<file path="src/rtl/link_pkg.sv">
// Definitions shared by both ends of the UART link: line levels, the tx state
// encoding and the default baud divider used by the sampling receiver.
package link_pkg;

   localparam logic UART_START = 1'b0;
   localparam logic UART_STOP  = 1'b1;

   localparam int DEFAULT_CLKS_PER_BIT = 16;

   typedef enum logic [1:0] {
      IDLE  = 2'd0,
      START = 2'd1,
      DATA  = 2'd2,
      STOP  = 2'd3
   } tx_state_t;

endpackage

</file>
<file path="src/rtl/byte_fifo.sv">
// Small synchronous byte FIFO with a zero-latency head (dout shows the oldest entry).
// A push into a full FIFO only succeeds if a pop frees a slot on the same edge.
module byte_fifo #(
   parameter int DEPTH = 4
) (
   input  logic                     clk,
   input  logic                     reset,
   input  logic                     push,
   input  logic [7:0]               din,
   input  logic                     pop,
   output logic [7:0]               dout,
   output logic [$clog2(DEPTH):0]   level,
   output logic                     full,
   output logic                     empty
);

   localparam int AW = $clog2(DEPTH);

   logic [7:0]    mem [DEPTH];
   logic [AW-1:0] wr_ptr_reg, rd_ptr_reg;
   logic [AW:0]   level_reg;
   logic          wr_en, rd_en;

   assign full  = (level_reg == (AW+1)'(DEPTH));
   assign empty = (level_reg == '0);
   assign wr_en = push && (!full || pop);
   assign rd_en = pop && !empty;
   assign dout  = mem[rd_ptr_reg];
   assign level = level_reg;

   always_ff @(posedge clk) begin
      if (wr_en) begin
         mem[wr_ptr_reg] <= din;
      end
   end

   always_ff @(posedge clk) begin
      if (!reset) begin
         wr_ptr_reg <= '0;
         rd_ptr_reg <= '0;
         level_reg  <= '0;
      end else begin
         if (wr_en) begin
            wr_ptr_reg <= wr_ptr_reg + AW'(1);
         end
         if (rd_en) begin
            rd_ptr_reg <= rd_ptr_reg + AW'(1);
         end
         if (wr_en && !rd_en) begin
            level_reg <= level_reg + (AW+1)'(1);
         end else if (rd_en && !wr_en) begin
            level_reg <= level_reg - (AW+1)'(1);
         end
      end
   end

endmodule

</file>
<file path="src/rtl/uart_bit_tx.sv">
// Packs the decoder's recovered bit stream LSB-first into bytes, queues them and
// sends each one as an 8N1 UART frame toward the host.
module uart_bit_tx
   import link_pkg::*;
#(
   parameter int CLKS_PER_BIT = DEFAULT_CLKS_PER_BIT,
   parameter int FIFO_DEPTH   = 4
) (
   input  logic                          clk,
   input  logic                          reset,
   input  logic                          valid_in,
   input  logic                          bit_in,
   input  logic                          flush,
   output logic                          tx,
   output logic                          tx_busy,
   output logic [$clog2(FIFO_DEPTH):0]   fifo_level,
   output logic                          overflow
);

   localparam int              BW       = $clog2(CLKS_PER_BIT);
   localparam logic [BW-1:0]   BAUD_MAX = BW'(CLKS_PER_BIT - 1);

   // Packer: bits above count stay zero because the register clears on every push,
   // which makes flush padding free.
   logic [7:0] pack_reg, pack_next, pack_fill;
   logic [2:0] count_reg, count_next;
   logic [3:0] fill_count;
   logic       push;

   always_comb begin
      pack_fill = pack_reg;
      if (valid_in) begin
         pack_fill[count_reg] = bit_in;
      end
      fill_count = {1'b0, count_reg} + {3'b000, valid_in};
      push       = (fill_count == 4'd8) || (flush && (fill_count != 4'd0));
      pack_next  = push ? 8'h00 : pack_fill;
      count_next = push ? 3'd0 : fill_count[2:0];
   end

   always_ff @(posedge clk) begin
      if (!reset) begin
         pack_reg  <= '0;
         count_reg <= '0;
      end else begin
         pack_reg  <= pack_next;
         count_reg <= count_next;
      end
   end

   logic [7:0] fifo_dout;
   logic       fifo_full, fifo_empty;
   logic       pop;

   byte_fifo #(.DEPTH(FIFO_DEPTH)) u_fifo (
      .clk   (clk),
      .reset (reset),
      .push  (push),
      .din   (pack_fill),
      .pop   (pop),
      .dout  (fifo_dout),
      .level (fifo_level),
      .full  (fifo_full),
      .empty (fifo_empty)
   );

   logic overflow_reg;

   always_ff @(posedge clk) begin
      if (!reset) begin
         overflow_reg <= 1'b0;
      end else if (push && fifo_full && !pop) begin
         overflow_reg <= 1'b1;
      end
   end

   assign overflow = overflow_reg;

   // Transmit FSM
   tx_state_t     state_reg, state_next;
   logic [BW-1:0] baud_reg, baud_next;
   logic [2:0]    bit_reg, bit_next;
   logic [7:0]    shift_reg, shift_next;
   logic          tx_reg, tx_next;

   always_ff @(posedge clk) begin
      if (!reset) begin
         state_reg <= IDLE;
         baud_reg  <= '0;
         bit_reg   <= '0;
         shift_reg <= '0;
         tx_reg    <= UART_STOP;
      end else begin
         state_reg <= state_next;
         baud_reg  <= baud_next;
         bit_reg   <= bit_next;
         shift_reg <= shift_next;
         tx_reg    <= tx_next;
      end
   end

   always_comb begin
      state_next = state_reg;
      baud_next  = baud_reg + BW'(1);
      bit_next   = bit_reg;
      shift_next = shift_reg;
      pop        = 1'b0;
      unique case (state_reg)
         IDLE: begin
            baud_next = '0;
            if (!fifo_empty) begin
               pop        = 1'b1;
               shift_next = fifo_dout;
               bit_next   = '0;
               state_next = START;
            end
         end
         START: begin
            if (baud_reg == BAUD_MAX) begin
               baud_next  = '0;
               state_next = DATA;
            end
         end
         DATA: begin
            if (baud_reg == BAUD_MAX) begin
               baud_next  = '0;
               shift_next = {1'b0, shift_reg[7:1]};
               if (bit_reg == 3'd7) begin
                  state_next = STOP;
               end else begin
                  bit_next = bit_reg + 3'd1;
               end
            end
         end
         STOP: begin
            if (baud_reg == BAUD_MAX) begin
               baud_next  = '0;
               state_next = IDLE;
            end
         end
         default: state_next = IDLE;
      endcase
   end

   // Line level is derived from the next state so tx itself is a plain flop.
   always_comb begin
      tx_next = UART_STOP;
      if (state_next == START) begin
         tx_next = UART_START;
      end else if (state_next == DATA) begin
         tx_next = shift_next[0];
      end
   end

   assign tx      = tx_reg;
   assign tx_busy = (state_reg != IDLE);

endmodule
</file>
<file path="config.mk">
export PLATFORM = sky130hd
export DESIGN_NAME = uart_bit_tx
export DESIGN_NICKNAME = d
export VERILOG_FILES = /design/src/rtl/link_pkg.sv /design/src/rtl/byte_fifo.sv /design/src/rtl/uart_bit_tx.sv
export SDC_FILE = /design/constraint.sdc
export NUM_CORES = 1
export LEC_CHECK = 0
export ABC_CLOCK_PERIOD_IN_PS = 3200
export CAP_MARGIN = 30
export CELL_PAD_IN_SITES_DETAIL_PLACEMENT = 1
export CELL_PAD_IN_SITES_GLOBAL_PLACEMENT = 2
export CORE_AREA = 2 2 93 95
export CTS_CLUSTER_SIZE = 30
export DETAILED_ROUTE_END_ITERATION = 12
export DIE_AREA = 0 0 95 97
export GPL_TIMING_DRIVEN = 1
export PLACE_DENSITY = 0.72
export SLEW_MARGIN = 25
export SYNTH_ARGS = -nofsm -noshare
export SYNTH_HDL_FRONTEND = slang
export SYNTH_HIERARCHICAL = 1
export SYNTH_SLANG_ARGS = --single-unit
</file>
<file path="constraint.sdc">
create_clock -name clk -period 3.2 [get_ports clk]
set_input_delay 0.48 -clock clk [delete_from_list [all_inputs] [get_ports clk]]
set_output_delay 0.48 -clock clk [all_outputs]
set_load 0.02 [all_outputs]
</file>
## Word level (Yosys, flattened, before mapping)

Memories as Yosys holds them, arrays and structs flattened. A register that Yosys moved wholly into a read port is not among the register bits.
Index checks and enable logic that the tools add are counted.

| word-level totals | value |
|---|---|
| bits in registers | 37 |
| bits in latches | 0 |
| memory bits (writable) | 32 |
| bits in read-only memories | 0 |
| logic and storage cells | 89 |
| memories | 1 |

Memory list:

| name | depth | width | read ports | clocked after Yosys merged registers in | wr ports | RTL line | text |
|---|---|---|---|---|---|---|---|
| u_fifo.mem | 4 | 8 | 1 | 1 | 1 | byte_fifo.sv:19 | `logic [7:0] mem [DEPTH];` |

| operators by class | value |
|---|---|
| $add $sub $neg | 7 |
| multipliers | 0 |
| div/mod/pow operators | 0 |
| order comparisons | 2 |
| eq/ne operators | 12 |
| shift operators | 0 |
| multiplexer cells | 29 |
| bitwise operators | 1 |
| reduce and logical (&&, ||, !) cells | 25 |

Operators by type and width:

| cell | count |
|---|---|
| 8-bit 2-to-1 mux | 3 |
| 8-bit case mux with 2 select lines | 1 |
| 3-bit 2-to-1 mux | 5 |
| 2-bit 2-to-1 mux | 7 |
| 8-bit bitwise mux | 1 |
| 4-bit == test (second input constant) | 2 |
| 1-bit logical AND | 8 |
| 2-bit case mux with 4 select lines | 1 |
| 4-bit case mux with 2 select lines | 1 |
| 1-bit 2-to-1 mux | 7 |
| 3-bit by 1-bit adder with 3-bit output (second input constant) | 2 |
| 2-bit == test (second input constant) | 3 |
| 3-bit == test (second input constant) | 2 |
| 2-bit != test (second input constant) | 3 |
| 3-bit case mux with 2 select lines | 1 |
| 2-bit nonzero test | 3 |
| 1-bit zero test | 5 |
| 2-bit by 1-bit adder with 2-bit output (second input constant) | 2 |
| 3-bit by 1-bit adder with 4-bit output | 1 |
| 4-bit by 1-bit adder with 4-bit output (second input constant) | 1 |
| 2-bit by 1-bit == test with 1-bit output (second input constant) | 2 |
| 3-bit by 4-bit less-than comparator with 1-bit output (second input constant) | 1 |
| 4-bit 2-to-1 mux | 1 |
| 4-bit AND reduction | 1 |
| other kinds (11) | 12 |

## Longest topological paths before layout

| depth | value |
|---|---|
| word-level depth | 9 |
| gate-level depth with buffers | 12 |
| depth with buffers taken out | 12 |

## Hierarchy

Netlist, hierarchy kept.

By module, submodules not included:

| module | instances | cells an instance | area each (µm²) |
|---|---|---|---|
| byte_fifo | 1 | 90 | 1644.1 |
| uart_bit_tx | 1 | 142 | 1390.1 |

## Least setup slack after synthesis

Ideal clock, no wire load.

| timing path | value |
|---|---|
| path type | in2reg |
| start | input valid_in |
| end | register u_fifo.level_reg[2], in the netlist u_fifo/level[2] |
| setup time | 0.076 ns |
| data arrival time | 2.987 ns |
| data required time | 3.124 ns |
| setup slack | 0.137 ns |
| cell stages on the path | 12 |
| path buffers | 0 |
| cells stage by stage | ha_1 -> ha_1 -> xor2_1 -> or3_1 -> o21ai_1 -> a21boi_4 -> ha_1 -> inv_1 -> fa_1 -> xor2_1 -> or3_1 -> a21boi_0 |

| between the ends | value |
|---|---|
| cells in the longest elaborated chain, start to end | 8 |
| elaborated cells on any way between the ends | 11 |

RTL lines:

| item | RTL line | text |
|---|---|---|
| start, declared | uart_bit_tx.sv:11 | `input logic valid_in,` |
| 3-bit by 1-bit adder with 4-bit output * | uart_bit_tx.sv:35 | `fill_count = {1'b0, count_reg} + {3'b000, valid_in};` |
| 4-bit nonzero test | uart_bit_tx.sv:36 | `push = (fill_count == 4'd8) \|\| (flush && (fill_count != 4'd0));` |
| 1-bit logical AND | uart_bit_tx.sv:36 |  |
| 1-bit logical OR * | uart_bit_tx.sv:36 |  |
| net push | uart_bit_tx.sv:28 | `logic push;` |
| 1-bit logical AND * | byte_fifo.sv:26 | `assign wr_en = push && (!full \|\| pop);` |
| net u_fifo.wr_en | byte_fifo.sv:22 | `logic wr_en, rd_en;` |
| 1-bit zero test | byte_fifo.sv:51 | `end else if (rd_en && !wr_en) begin` |
| 1-bit logical AND | byte_fifo.sv:51 |  |
| 2-bit nonzero test (no source line) | n/a |  |
| end signal, assigned | byte_fifo.sv:50 | `level_reg <= level_reg + (AW+1)'(1);` |
| end signal, assigned | byte_fifo.sv:52 | `level_reg <= level_reg - (AW+1)'(1);` |
| end, declared | byte_fifo.sv:21 | `logic [AW:0] level_reg;` |

The timed path passes the listed nets; every way through them passes the cells marked *.
A chain may end at the register's enable or synchronous reset.

## Worst setup path in the final report

Ends and elaborated chain as after synthesis.

==> run metrics <==
result of the run finished clean; Starting DRT DRC Count 85; vias in the first global route 1913; H-tree Lvls 3; launching point of the worst reg2reg path count_reg[0]; leading cell type in the layout, fill and taps excluded dfxtp_1; Slew Limit Headroom 52.0%; unrepaired setup endpoints after global routing no; fin cells 376; count of max-cap constraint violations 0; GR Util All Layers 14.2%; clock insertion delay at the later pin of the skew report 0.34 ns; count of cell types in the netlist 47; Netlist Area Pre-Place 0.00303 sq mm; final weighted congestion in routability-driven placement 0.739; register-to-register path setup slack 0.35 ns; P per Cell Area 728 mW/mm^2; # setup viols final 0; number of cells produced by synthesis 232; routed metal-1 wirelength 2.70 mm; Core Area 0.00813 sq mm; overall power after layout 2.69 mW; instance count along the most critical hold path 1; wire length per cell 15.6 um; number of inserted diodes 0; total clock buffers created by CTS 9; final period utilization 97.1%; Hold Path Class reg -> reg; most frequently used flop master after synthesis dfxtp_1; Critical R2R Capture u_fifo/level[2]; Avg Synthesized Cell Area 13.1 sq um; Worst-Margin Slew 0.718 ns; Mapped Nets 248; ANT nets after route 0; Horiz. Die Dim 95 um; clock-pin transition on the worst setup and hold timing paths 0.08 ns; worst IR drop on VDD 260 uV; Hold Crit Start baud_reg[0]; die footprint 0.00922 sq mm; share of flip-flops with an asynchronous set or reset 0%; maximum root-to-sink buffer count 2; cell area after placement 0.00343 sq mm; number of port buffers 10; critical path class in -> reg; number of rows created at floorplan 33; pin count of the biggest net entering global routing 22; top layer used by detailed routing met4; number of iterations in the first detailed-routing pass 4; area added between synthesis and finish 21.7%; Fin Hold WS 0.452 ns; final wirelength 5.87 mm; overall via count from detail_route 1856; first-pass GRT wire length 9.75 mm; number of nets in the final layout 282; WP data required 3.48 ns; number of clock sinks 71; most frequent cells in the layout 39 x dfxtp_1, 32 x edfxtp_1, 19 x nand2_1, 17 x buf_4, 12 x and2_1; starting density of the core 37.3%; final HPWL from detailed placement 4.05 mm; number of flip-flops in the largest register 32; detailed-route vias per instance 4.94; I/O pin count 11; part of the Yosys area used for sequential elements 57.4%; die outline height 97 um; count of unresolved DRC violations after routing 0; count of flip-flops with a built-in enable after synthesis 32; Min Clock Period, post-route 3.11 ns; fmax 322 MHz; fraction of layout instances using a drive strength above 1 25.5%; synthesis-stage register bit count 71; clk_skew 0.00687 ns; LEAKAGE 1.38 nW; worst hold path endpoint baud_reg[0]; sort of element at the start of the critical path input port; count of fill cells added during filler insertion 851; number of antenna violations at the first check in global routing 0; number of placed instances, taps included 359; Root Buffer Master clkbuf_8; warnings from Yosys 6; type of element capturing the critical path flip-flop; total length of routed met2 wires 2.90 mm; largest driver fanout on the critical path 2; final hold viol count 0; DR WL met3 164 um; CTS tree built; gr ovfl total 0; data arrival time of the critical path 3.39 ns; max-slew violation total from the final report 0; worst reg-to-reg path cell count 12; final design instance area without fill 0.00369 sq mm
[cell usage after synthesis (3+ instances only)]
master	count	area (sq um)
a21boi_0	9	67.6
a22oi_1	6	45.0
and2_1	12	75.1
and3_1	6	37.5
clkbuf_1	4	15.0
dfxtp_1	39	781
edfxtp_1	32	961
ha_1	10	125
inv_1	5	18.8
mux2_2	8	90.1
mux2i_1	4	40.0
mux4_2	8	180
nand2_1	19	71.3
nand2b_1	3	18.8
nand3_1	3	15.0
nor2_1	7	26.3
nor2b_1	10	62.6
nor3_1	3	15.0
o21ai_0	3	15.0
or3_1	3	18.8
xnor2_1	4	35.0
xor2_1	4	35.0
[worst max-delay path: stages]
cell             delay (ns)
clkdlybuf4s50_1        0.44
ha_2                   0.19
ha_1                   0.18
xor2_1                 0.17
or3_4                  0.37
o21ai_4                0.18
a21boi_4               0.20
ha_2                   0.19
inv_1                  0.05
fa_2                   0.33
xor2_1                 0.15
or3_1                  0.31
a21boi_1               0.14
[where the power goes]
part / internal, mW / switching, mW / total [mW]
registers: 1.06 / 0.105 / 1.16
logic: 0.357 / 0.309 / 0.667
clock network: 0.512 / 0.343 / 0.856
[layer usage]
metal  global-route usage, %  vias to the layer above
met2                    22.0                       19
met5                       0                        -
met3                    3.50                        7
li1                        -                      912
met4                    7.02                        0
met1                    18.5                      918
[timing repair]
item	CTS	global route
pin swaps	2	3
cloned	0	0
hold buffers	0	0
endpoints found under the setup margin	1	1
gates resized for setup	6	1
setup buffers	1	0
[final cells by class]
| type | count | area, sq um | area share [%] |
|---|---|---|---|
| clock buffers | 9 | 124 | 3.35 |
| clock inverters | 7 | 111 | 3.02 |
| inverters | 6 | 23.8 | 0.644 |
| multi-input cells | 147 | 1250 | 33.9 |
| flip-flops and latches | 71 | 1740 | 47.2 |
| well taps | 105 | 131 | 3.56 |
| repair buffers | 31 | 308 | 8.34 |
[cell families after synthesis]
group                    synth area share [%]
multiplexers                             10.2
buffers and inverters                    2.10
AND/OR/NAND/NOR                          14.6
XOR/XNOR                                 2.31
adder cells (fa/ha/maj)                  4.78
AO/OA/AOI/OAI                            8.54
flip-flops                               57.4
[worst max-delay path by stage]
| stage | start | endpoint | slack, ns | cells after the start |
|---|---|---|---|---|
| after global routing | valid_in | u_fifo/level[2] | 0.0008 | 13 |
| after floorplan | valid_in | u_fifo/level[2] | 0.14 | 12 |
| after detailed placement | valid_in | u_fifo/level[2] | -0.48 | 13 |
| final | valid_in | u_fifo/level[2] | 0.09 | 13 |
| after global placement | valid_in | u_fifo/level[2] | -0.38 | 13 |
| after CTS | valid_in | u_fifo/level[2] | 0.006 | 13 |
[stage by stage]
stage,setup slack [ns],utilization [%],TNS [ns]
final,0.0937,45.4,0
after global routing,0.000759,45.4,0
after CTS,0.00649,45.4,0
after detailed placement,-0.485,42.1,-0.654
after global placement,-0.384,42.1,-0.457
after floorplan,0.137,-,0
Note: power is estimated with default switching activity, not from simulation.
